===== config.mk =====
export PLATFORM = sky130hd
export DESIGN_NAME = image_read_scheduler_flat
export DESIGN_NICKNAME = d
export VERILOG_FILES = /design/src/rtl/image_read_scheduler_if.sv /design/src/rtl/image_read_scheduler.sv /design/src/flat_wrapper.sv
export SDC_FILE = /design/constraint.sdc
export NUM_CORES = 1
export LEC_CHECK = 0
export BUFFER_PORTS_ARGS = -buffer_cell sky130_fd_sc_hd__buf_2
export CORE_MARGIN = 3
export CORE_UTILIZATION = 30
export DETAILED_ROUTE_END_ITERATION = 10
export GPL_TIMING_DRIVEN = 0
export PLACE_DENSITY = 0.58
export RECOVER_POWER = 100
export REMOVE_ABC_BUFFERS = 1
export SLEW_MARGIN = 10
export SYNTH_ARGS = -nofsm -noshare
export SYNTH_HDL_FRONTEND = slang
export SYNTH_SLANG_ARGS = --single-unit

===== constraint.sdc =====
create_clock -name clk_pixel -period 14.5 [get_ports clk_pixel]
set_input_delay 2.9 -clock clk_pixel [delete_from_list [all_inputs] [get_ports clk_pixel]]
set_output_delay 2.9 -clock clk_pixel [all_outputs]
set_load 0.01 [all_outputs]

===== src/rtl/image_read_scheduler_if.sv =====
// rtl/image_read_scheduler_if.sv - DRAM read command bus between the burst scheduler and the read engine
interface image_read_scheduler_if #(
  parameter int ADDR_WIDTH = 39
);
  logic [ADDR_WIDTH-1:0] dram_read_addr;
  logic [7:0]            dram_read_len;
  logic                  dram_read_en;
  logic                  dram_read_busy;
  logic                  dram_buffer_full;

  modport master (
    output dram_read_addr,
    output dram_read_len,
    output dram_read_en,
    input  dram_read_busy,
    input  dram_buffer_full
  );

  modport slave (
    input  dram_read_addr,
    input  dram_read_len,
    input  dram_read_en,
    output dram_read_busy,
    output dram_buffer_full
  );
endinterface


===== src/rtl/image_read_scheduler.sv =====
// rtl/image_read_scheduler.sv - splits one image address range into DRAM read bursts
// Optional 4 KiB burst splitting is compiled in with `define IMAGE_READ_4K_SPLIT_EN.
module image_read_scheduler #(
  parameter int DRAM_ADDR_WIDTH = 39,
  parameter int DRAM_DATA_WIDTH = 128,
  parameter int MAX_BURST_LEN   = 256
) (
  input  logic                   clk_pixel,
  input  logic                   image_sender_reset,
  input  logic                   start,
  input  logic [63:0]            start_addr,
  input  logic [63:0]            end_addr,
  input  logic                   abort,
  image_read_scheduler_if.master dram,
  output logic                   sched_busy,
  output logic                   sched_done,
  output logic                   sched_error
);

  localparam int AW   = DRAM_ADDR_WIDTH;
  localparam int BPB  = DRAM_DATA_WIDTH / 8;
  localparam int OFFS = $clog2(BPB);

  typedef enum logic [2:0] {IDLE, CALC, ISSUE, HOLD, DONE} state_t;

  state_t        state_q, state_d;
  logic [AW-1:0] cur_q, end_q;
  logic [8:0]    beats_q, beats_calc;
  logic [AW-1:0] addr_q;
  logic [7:0]    len_q;
  logic          en_q, done_q, error_q;

  logic [AW-1:0] req_start, req_end, rem_beats;
  logic          range_ok, throttled;
  logic          latch_go, calc_go, issue_go, done_go, error_go;
  logic          unused_hi;

  assign req_start = start_addr[AW-1:0];
  assign req_end   = end_addr[AW-1:0];
  assign unused_hi = ^{start_addr[63:AW], end_addr[63:AW]};
  assign range_ok  = (req_start[OFFS-1:0] == '0) && (req_end[OFFS-1:0] == '0) &&
                     (req_end > req_start);
  assign throttled = dram.dram_read_busy || dram.dram_buffer_full;
  assign rem_beats = (end_q - cur_q) >> OFFS;

`ifdef IMAGE_READ_4K_SPLIT_EN
  logic [12:0]   page_rem;
  logic [AW-1:0] b4k;
  assign page_rem = 13'd4096 - {1'b0, cur_q[11:0]};
  assign b4k      = AW'(page_rem >> OFFS);
`endif

  always_comb begin
    beats_calc = (rem_beats > AW'(MAX_BURST_LEN)) ? 9'(MAX_BURST_LEN) : rem_beats[8:0];
`ifdef IMAGE_READ_4K_SPLIT_EN
    if (AW'(beats_calc) > b4k) beats_calc = b4k[8:0];
`endif
  end

  always_ff @(posedge clk_pixel or posedge image_sender_reset) begin
    if (image_sender_reset) state_q <= IDLE;
    else                    state_q <= state_d;
  end

  always_comb begin
    state_d = state_q;
    if (abort) begin
      state_d = IDLE;
    end else begin
      case (state_q)
        IDLE:    if (start && range_ok) state_d = CALC;
        CALC:    state_d = ISSUE;
        ISSUE:   if (!throttled) state_d = HOLD;
        // cur_q already reflects the burst issued on the previous edge
        HOLD:    state_d = (cur_q == end_q) ? DONE : CALC;
        DONE:    state_d = IDLE;
        default: state_d = IDLE;
      endcase
    end
  end

  always_comb begin
    latch_go = 1'b0;
    error_go = 1'b0;
    calc_go  = 1'b0;
    issue_go = 1'b0;
    done_go  = 1'b0;
    if (!abort) begin
      latch_go = (state_q == IDLE) && start && range_ok;
      error_go = (state_q == IDLE) && start && !range_ok;
      calc_go  = (state_q == CALC);
      issue_go = (state_q == ISSUE) && !throttled;
      done_go  = (state_q == DONE);
    end
  end

  always_ff @(posedge clk_pixel or posedge image_sender_reset) begin
    if (image_sender_reset) begin
      cur_q   <= '0;
      end_q   <= '0;
      beats_q <= '0;
      addr_q  <= '0;
      len_q   <= '0;
      en_q    <= 1'b0;
      done_q  <= 1'b0;
      error_q <= 1'b0;
    end else begin
      en_q    <= issue_go;
      done_q  <= done_go;
      error_q <= error_go;
      if (latch_go) begin
        cur_q <= req_start;
        end_q <= req_end;
      end
      if (calc_go) beats_q <= beats_calc;
      if (issue_go) begin
        addr_q <= cur_q;
        len_q  <= 8'(beats_q - 9'd1);
        cur_q  <= cur_q + (AW'(beats_q) << OFFS);
      end
    end
  end

  assign dram.dram_read_addr = addr_q;
  assign dram.dram_read_len  = len_q;
  assign dram.dram_read_en   = en_q;
  assign sched_busy          = (state_q != IDLE);
  assign sched_done          = done_q;
  assign sched_error         = error_q;

endmodule


===== src/flat_wrapper.sv =====
// flat-port wrapper written by rule: the top's interface ports become plain ports
module image_read_scheduler_flat 
#(
  parameter int DRAM_ADDR_WIDTH = 39,
  parameter int DRAM_DATA_WIDTH = 128,
  parameter int MAX_BURST_LEN   = 256
)
  (clk_pixel, image_sender_reset, start, start_addr, end_addr, abort, sched_busy, sched_done, sched_error, dram_dram_read_addr, dram_dram_read_len, dram_dram_read_en, dram_dram_read_busy, dram_dram_buffer_full);
  image_read_scheduler_if #(.ADDR_WIDTH(39)) dram_i ();
  input  logic clk_pixel;
  input  logic image_sender_reset;
  input  logic start;
  input  logic [63:0] start_addr;
  input  logic [63:0] end_addr;
  input  logic abort;
  output logic sched_busy;
  output logic sched_done;
  output logic sched_error;
  output wire logic [$bits(dram_i.dram_read_addr)-1:0] dram_dram_read_addr;
  output wire logic [$bits(dram_i.dram_read_len)-1:0] dram_dram_read_len;
  output wire logic [$bits(dram_i.dram_read_en)-1:0] dram_dram_read_en;
  input wire logic [$bits(dram_i.dram_read_busy)-1:0] dram_dram_read_busy;
  input wire logic [$bits(dram_i.dram_buffer_full)-1:0] dram_dram_buffer_full;
  assign dram_dram_read_addr = dram_i.dram_read_addr;
  assign dram_dram_read_len = dram_i.dram_read_len;
  assign dram_dram_read_en = dram_i.dram_read_en;
  assign dram_i.dram_read_busy = dram_dram_read_busy;
  assign dram_i.dram_buffer_full = dram_dram_buffer_full;
  image_read_scheduler #(.DRAM_ADDR_WIDTH(DRAM_ADDR_WIDTH), .DRAM_DATA_WIDTH(DRAM_DATA_WIDTH), .MAX_BURST_LEN(MAX_BURST_LEN)) u_core (.clk_pixel(clk_pixel), .image_sender_reset(image_sender_reset), .start(start), .start_addr(start_addr), .end_addr(end_addr), .abort(abort), .dram(dram_i), .sched_busy(sched_busy), .sched_done(sched_done), .sched_error(sched_error));
endmodule

; ---- Word-level counts from Yosys, hierarchy flattened
; Cells that the tools add are included.
[classes]
addsub = 3
magnitude_cmp = 2
eq_ne = 7
mux = 13
reduce_logical = 16
[op_table]
columns = operator, count
row1 = $mux 39, 2
row2 = $add 39x13->39, 1
row3 = $eq 39x39->1, 1
row4 = $gt 39x39->1, 1
row5 = $sub 39x39->39, 1
row6 = $gt 35x9->1 const B, 1
row7 = $mux 3, 4
row8 = $pmux 3 s4, 1
row9 = $mux 9, 1
row10 = $logic_not 4->1, 2
row11 = $sub 8x1->8 const B, 1
row12 = $logic_and 1x1->1, 7
row13 = $eq 3x2->1 const B, 2
row14 = $mux 1, 5
row15 = $eq 3x1->1 const B, 1
row16 = $eq 3x3->1 const B, 1
row17 = $logic_not 3->1, 1
row18 = $ne 3x2->1 const B, 1
row19 = $ne 3x3->1 const B, 1
row20 = $reduce_bool 3->1, 1
row21 = $logic_not 1->1, 2
row22 = $reduce_and 2->1, 1
row23 = $reduce_bool 2->1, 1
row24 = $logic_or 1x1->1, 1
[word_totals]
reg_bits = 140
input_bits = 134
output_inout_bits = 51

; ---- Depth between registers and ports, before layout
[depth]
word_depth = 7
ltp_mapped = 14
mapped_depth_nobuf = 13

; ---- Worst setup path after synthesis
; No wires, ideal clock.
[synth_path]
kind = input-to-reg
start = in start_addr[22]
end = reg u_core.cur_q[4]
t_arrival_ps = 5244
path_slack_ps = 9161
path_stages = 13
cell_sequence = inv_1 -> ha_1 -> nand4_1 -> or2_2 -> nor3_1 -> nand2_1 -> o21ai_0 -> o31ai_1 -> a211oi_1 -> clkbuf_1 -> clkbuf_1 -> a22oi_1 -> o31ai_1
[synth_via]
elab_chain_cells = 5
[synth_rtl]
columns = element, line
row1 = from (decl), flat_wrapper.sv:13  ; input logic [63:0] start_addr;
row2 = $gt 39x39->1, image_read_scheduler.sv:42  ; (req_end > req_start);
row3 = $logic_and 1x1->1, image_read_scheduler.sv:41  ; assign range_ok = (req_start[OFFS-1:0] == '0) && (req_end[OFFS-1:0] == '0) &&
row4 = $logic_and 1x1->1, image_read_scheduler.sv:89  ; latch_go = (state_q == IDLE) && start && range_ok;
row5 = $mux 1, image_read_scheduler.sv:88  ; if (!abort) begin
row6 = $reduce_bool 2->1 (no line), n/a
row7 = to (signal assigned), image_read_scheduler.sv:112  ; cur_q <= req_start;
row8 = to (signal assigned), image_read_scheduler.sv:119  ; cur_q <= cur_q + (AW'(beats_q) << OFFS);
row9 = to (decl), image_read_scheduler.sv:27  ; logic [AW-1:0] cur_q, end_q;
; No other way between the ends.
; A chain may end at the register's enable or synchronous reset.

; ---- Final worst setup path
[layout_path]
start = in abort
end = reg u_core.cur_q[33]
[layout_via]
elab_chain_cells = 2
[layout_rtl]
columns = element, line
row1 = from (decl), flat_wrapper.sv:15  ; input logic abort;
row2 = $mux 1 *, image_read_scheduler.sv:88
row3 = net u_core.issue_go, image_read_scheduler.sv:35  ; logic latch_go, calc_go, issue_go, done_go, error_go;
row4 = $mux 39 or $reduce_bool 2->1 (tied branches), n/a
; The timed path passes the listed nets; every way through them passes the cells marked *.

==> metrics.yaml <==
cp.arrival_ps: 9040
hold_end: "u_core.end_q[27]"
slew_headroom: -1.58
synth_top_area_cell: "dfrtp_1"
fp.coreArea_mm2: 0.0316
muxShareOfSynthArea: 0.00427
grt_use_total: 0.177
cts_tree: "yes"
holdPathStages: 2
cp-start-kind: "input pin"
cts_setup_buffers: 0
yosys-top-cells-area: "dfrtp_1 (36%), ha_1 (11%), nand2_1 (9.4%)"
cts_buffers: 17
drtIter0Drc: 478
chipWidth_um: 186
ys_async_sr_fraction: 1.00
wl_per_cell_um: 17.2
drcViolationCount: 0
hpwlAfterDp_um: 23500
synth-xor-area-share: 0.0217
vias_per_cell: 5.08
stdcell_count: 1736
synthSimpleGateAreaFrac: 0.227
netlist.area_leader.share: 0.362
die_h_um: 186
cts.sinks: 140
ys_seq_elements: 140
r2r_cells: 11
synth_top_family_by_area: "simple AND/OR/NAND/NOR gates"
ys_types: 69
nets: 1544
num_io_pins: 185
synth.avg_cell_area_um2: 7.98
tightest_slew_ps: 3880
synth_edf_count: 0
seqCellArea_mm2: 0.00350
path_class: "in2reg"
initial_core_util: 0.306
finClkSkew_ps: 9.71
failed_checks: "max-capacitance violations, max-slew violations"
power_w: 0.00111
root_buffer: "clkbuf_16"
cts_resized: 0
setup_viol: 0
timing.rr.end: "u_core.cur_q[33]"
postRouteAntennaNets: 0
vdd_drop_max_mv: 0.0804
place_congestion: 0.890
p_leak_nw: 5.42
post-route-period-util: 0.599
yosysWarnings: 0
r2r_start: "u_core.state_q[0]"
min_from: "u_core.end_q[27]"
rows: 65
cts_hold_buf: 0
period_needed_ps: 8680
die_area_mm2: 0.0344
grt_max_degree: 73
overflow: 0
nFillCells: 3367
max_clock_freq_mhz: 115
pwr_density_cell_mw_per_mm2: 99.7
synthCells: 1212
diodes: 0
final_util: 0.353
synth_top_flop_cell: "dfrtp_1"
rsz0062_at_grt: "no"
synth_compound_gate_area_share: 0.210
multi_input_area_mm2: 0.00557
area_delta_synth_final_pct: 15.5
vias: 8821
antenna_found_initial: 1
drv_cap: 4
path_clk_slew_ps: 60
worstSkewPairLatency_ps: 440
htree_levels: 4
worst_setup_path_end_kind: "flip-flop"
grt_pass1_vias: 8614
wirelength_um: 29800
yosysSeqAreaShare: 0.362
grt_pass1_wl_um: 47300
detail_route.first_pass.iterations: 5
r2r_setup_slack_ps: 7930
timing.hold.ws_ps: 470
placed_cells: 1705
hold_class: "reg2reg"
crit_path_max_fanout: 66
status: "finished with violations"
drive_above_1_share: 0.0945
synthAdderAreaFrac: 0.115
clockBufferDepth: 2
crit_required_ps: 14860
synth.cell_area_mm2: 0.00967
hold_viol_final: 0
port_buffers: 134
drv_slew: 223
critical path, cell delays in order:
cell,delay (ps)
clkbuf_1,110
or2_0,170
or4_1,820
clkbuf_1,1840
inv_1,830
nand2_1,370
a21oi_1,150
o21ai_0,1150
nor2_1,290
nand2_1,190
nand3_1,90
o211ai_1,90
layout by cell type (no fill, tap or decap), types with 13 or more instances in the layout:
cell type,instances
o21a_1,13
dfrtp_1,140
ha_1,87
clkbuf_16,17
nor3_1,36
buf_2,81
clkbuf_1,63
a21o_1,14
inv_1,100
nand4_1,29
o211ai_1,19
nor2_1,68
nand3_1,28
a21oi_1,93
nand2_1,242
xor2_1,15
o21ai_0,110
nor2b_1,13
power by group:
part | internal [W] | total (W) | switching [W]
Sequential | 0.000424 | 0.000443 | 0.0000194
Clock | 0.000260 | 0.000436 | 0.000176
Combinational | 0.0000873 | 0.000235 | 0.000147
cell families after synthesis:
| group | count (synthesis) |
|---|---|
| and+or+nand+nor | 476 |
| DFF | 140 |
| muxes | 4 |
| adders and majority gates | 88 |
| AOI/OAI and AO/OA | 329 |
| buffers and inverters | 151 |
| xor gates and xnor gates | 24 |
registers in the layout, summed over array words and instances (netlist names):
signal                      flops
u_core.cur_q                   39
u_core.dram.dram_read_addr     39
u_core.end_q                   39
u_core.beats_q                  9
u_core.dram.dram_read_len       8
u_core.state_q                  3
u_core.dram.dram_read_en        1
u_core.sched_done               1
u_core.sched_error              1
layout make-up:
| class | count | area share |
|---|---|---|
| multi-input cells | 921 | 0.499 |
| flip-flops and latches | 140 | 0.314 |
| repair buffers | 141 | 0.0579 |
| well taps | 402 | 0.0450 |
| clock buffers | 23 | 0.0419 |
| inverters | 101 | 0.0341 |
| clock inverters | 8 | 0.00829 |
synthesized netlist by cell type (4+ instances only):
library cell	instances
nand2_1	242
dfrtp_1	140
o21ai_0	104
inv_1	100
a21oi_1	93
ha_1	87
nor2_1	68
clkbuf_1	38
nor3_1	36
nand3_1	28
nand4_1	28
o211ai_1	19
xor2_1	15
a21o_1	14
nor2b_1	13
o21a_1	13
o21ai_1	13
a221o_1	12
buf_2	12
or3_1	11
nor4_1	10
xnor2_1	9
nand2b_1	8
a31oi_1	7
o21bai_1	6
o22ai_1	6
and3_1	5
o31ai_1	5
a211oi_1	4
o211a_1	4
or2_1	4
layer usage:
| metal | global-route usage | up-vias | wire length, µm |
|---|---|---|---|
| met3 | 0.0315 | 29 | 1130 |
| met1 | 0.240 | 4135 | 14200 |
| li1 | - | 4480 | - |
| met4 | 0.0497 | 2 | 449 |
| met5 | 0 | - | 7 |
| met2 | 0.291 | 175 | 14000 |
per-stage QoR:
step | setup slack, ps | TNS, ps | instance area, µm²
global placement | -1510 | -11980 | 10600
global route | 4980 | 0 | 11200
floorplan | 4030 | 0 | 9470
finish | 5820 | 0 | 11200
detailed placement | 7790 | 0 | 10800
CTS | 8250 | 0 | 11400
worst max path at each step:
stage	slack (ps)	from	cells after the start	endpoint
after floorplan	4030	start_addr[22]	11	u_core.cur_q[10]
after global placement	-1510	start_addr[22]	12	u_core.cur_q[12]
after detailed placement	7790	start_addr[22]	13	u_core.cur_q[12]
after CTS	8250	start_addr[22]	13	u_core.cur_q[6]
after global routing	4980	abort	12	u_core.cur_q[33]
final	5820	abort	12	u_core.cur_q[33]
No activity file was read; power rests on OpenSTA's default activity.
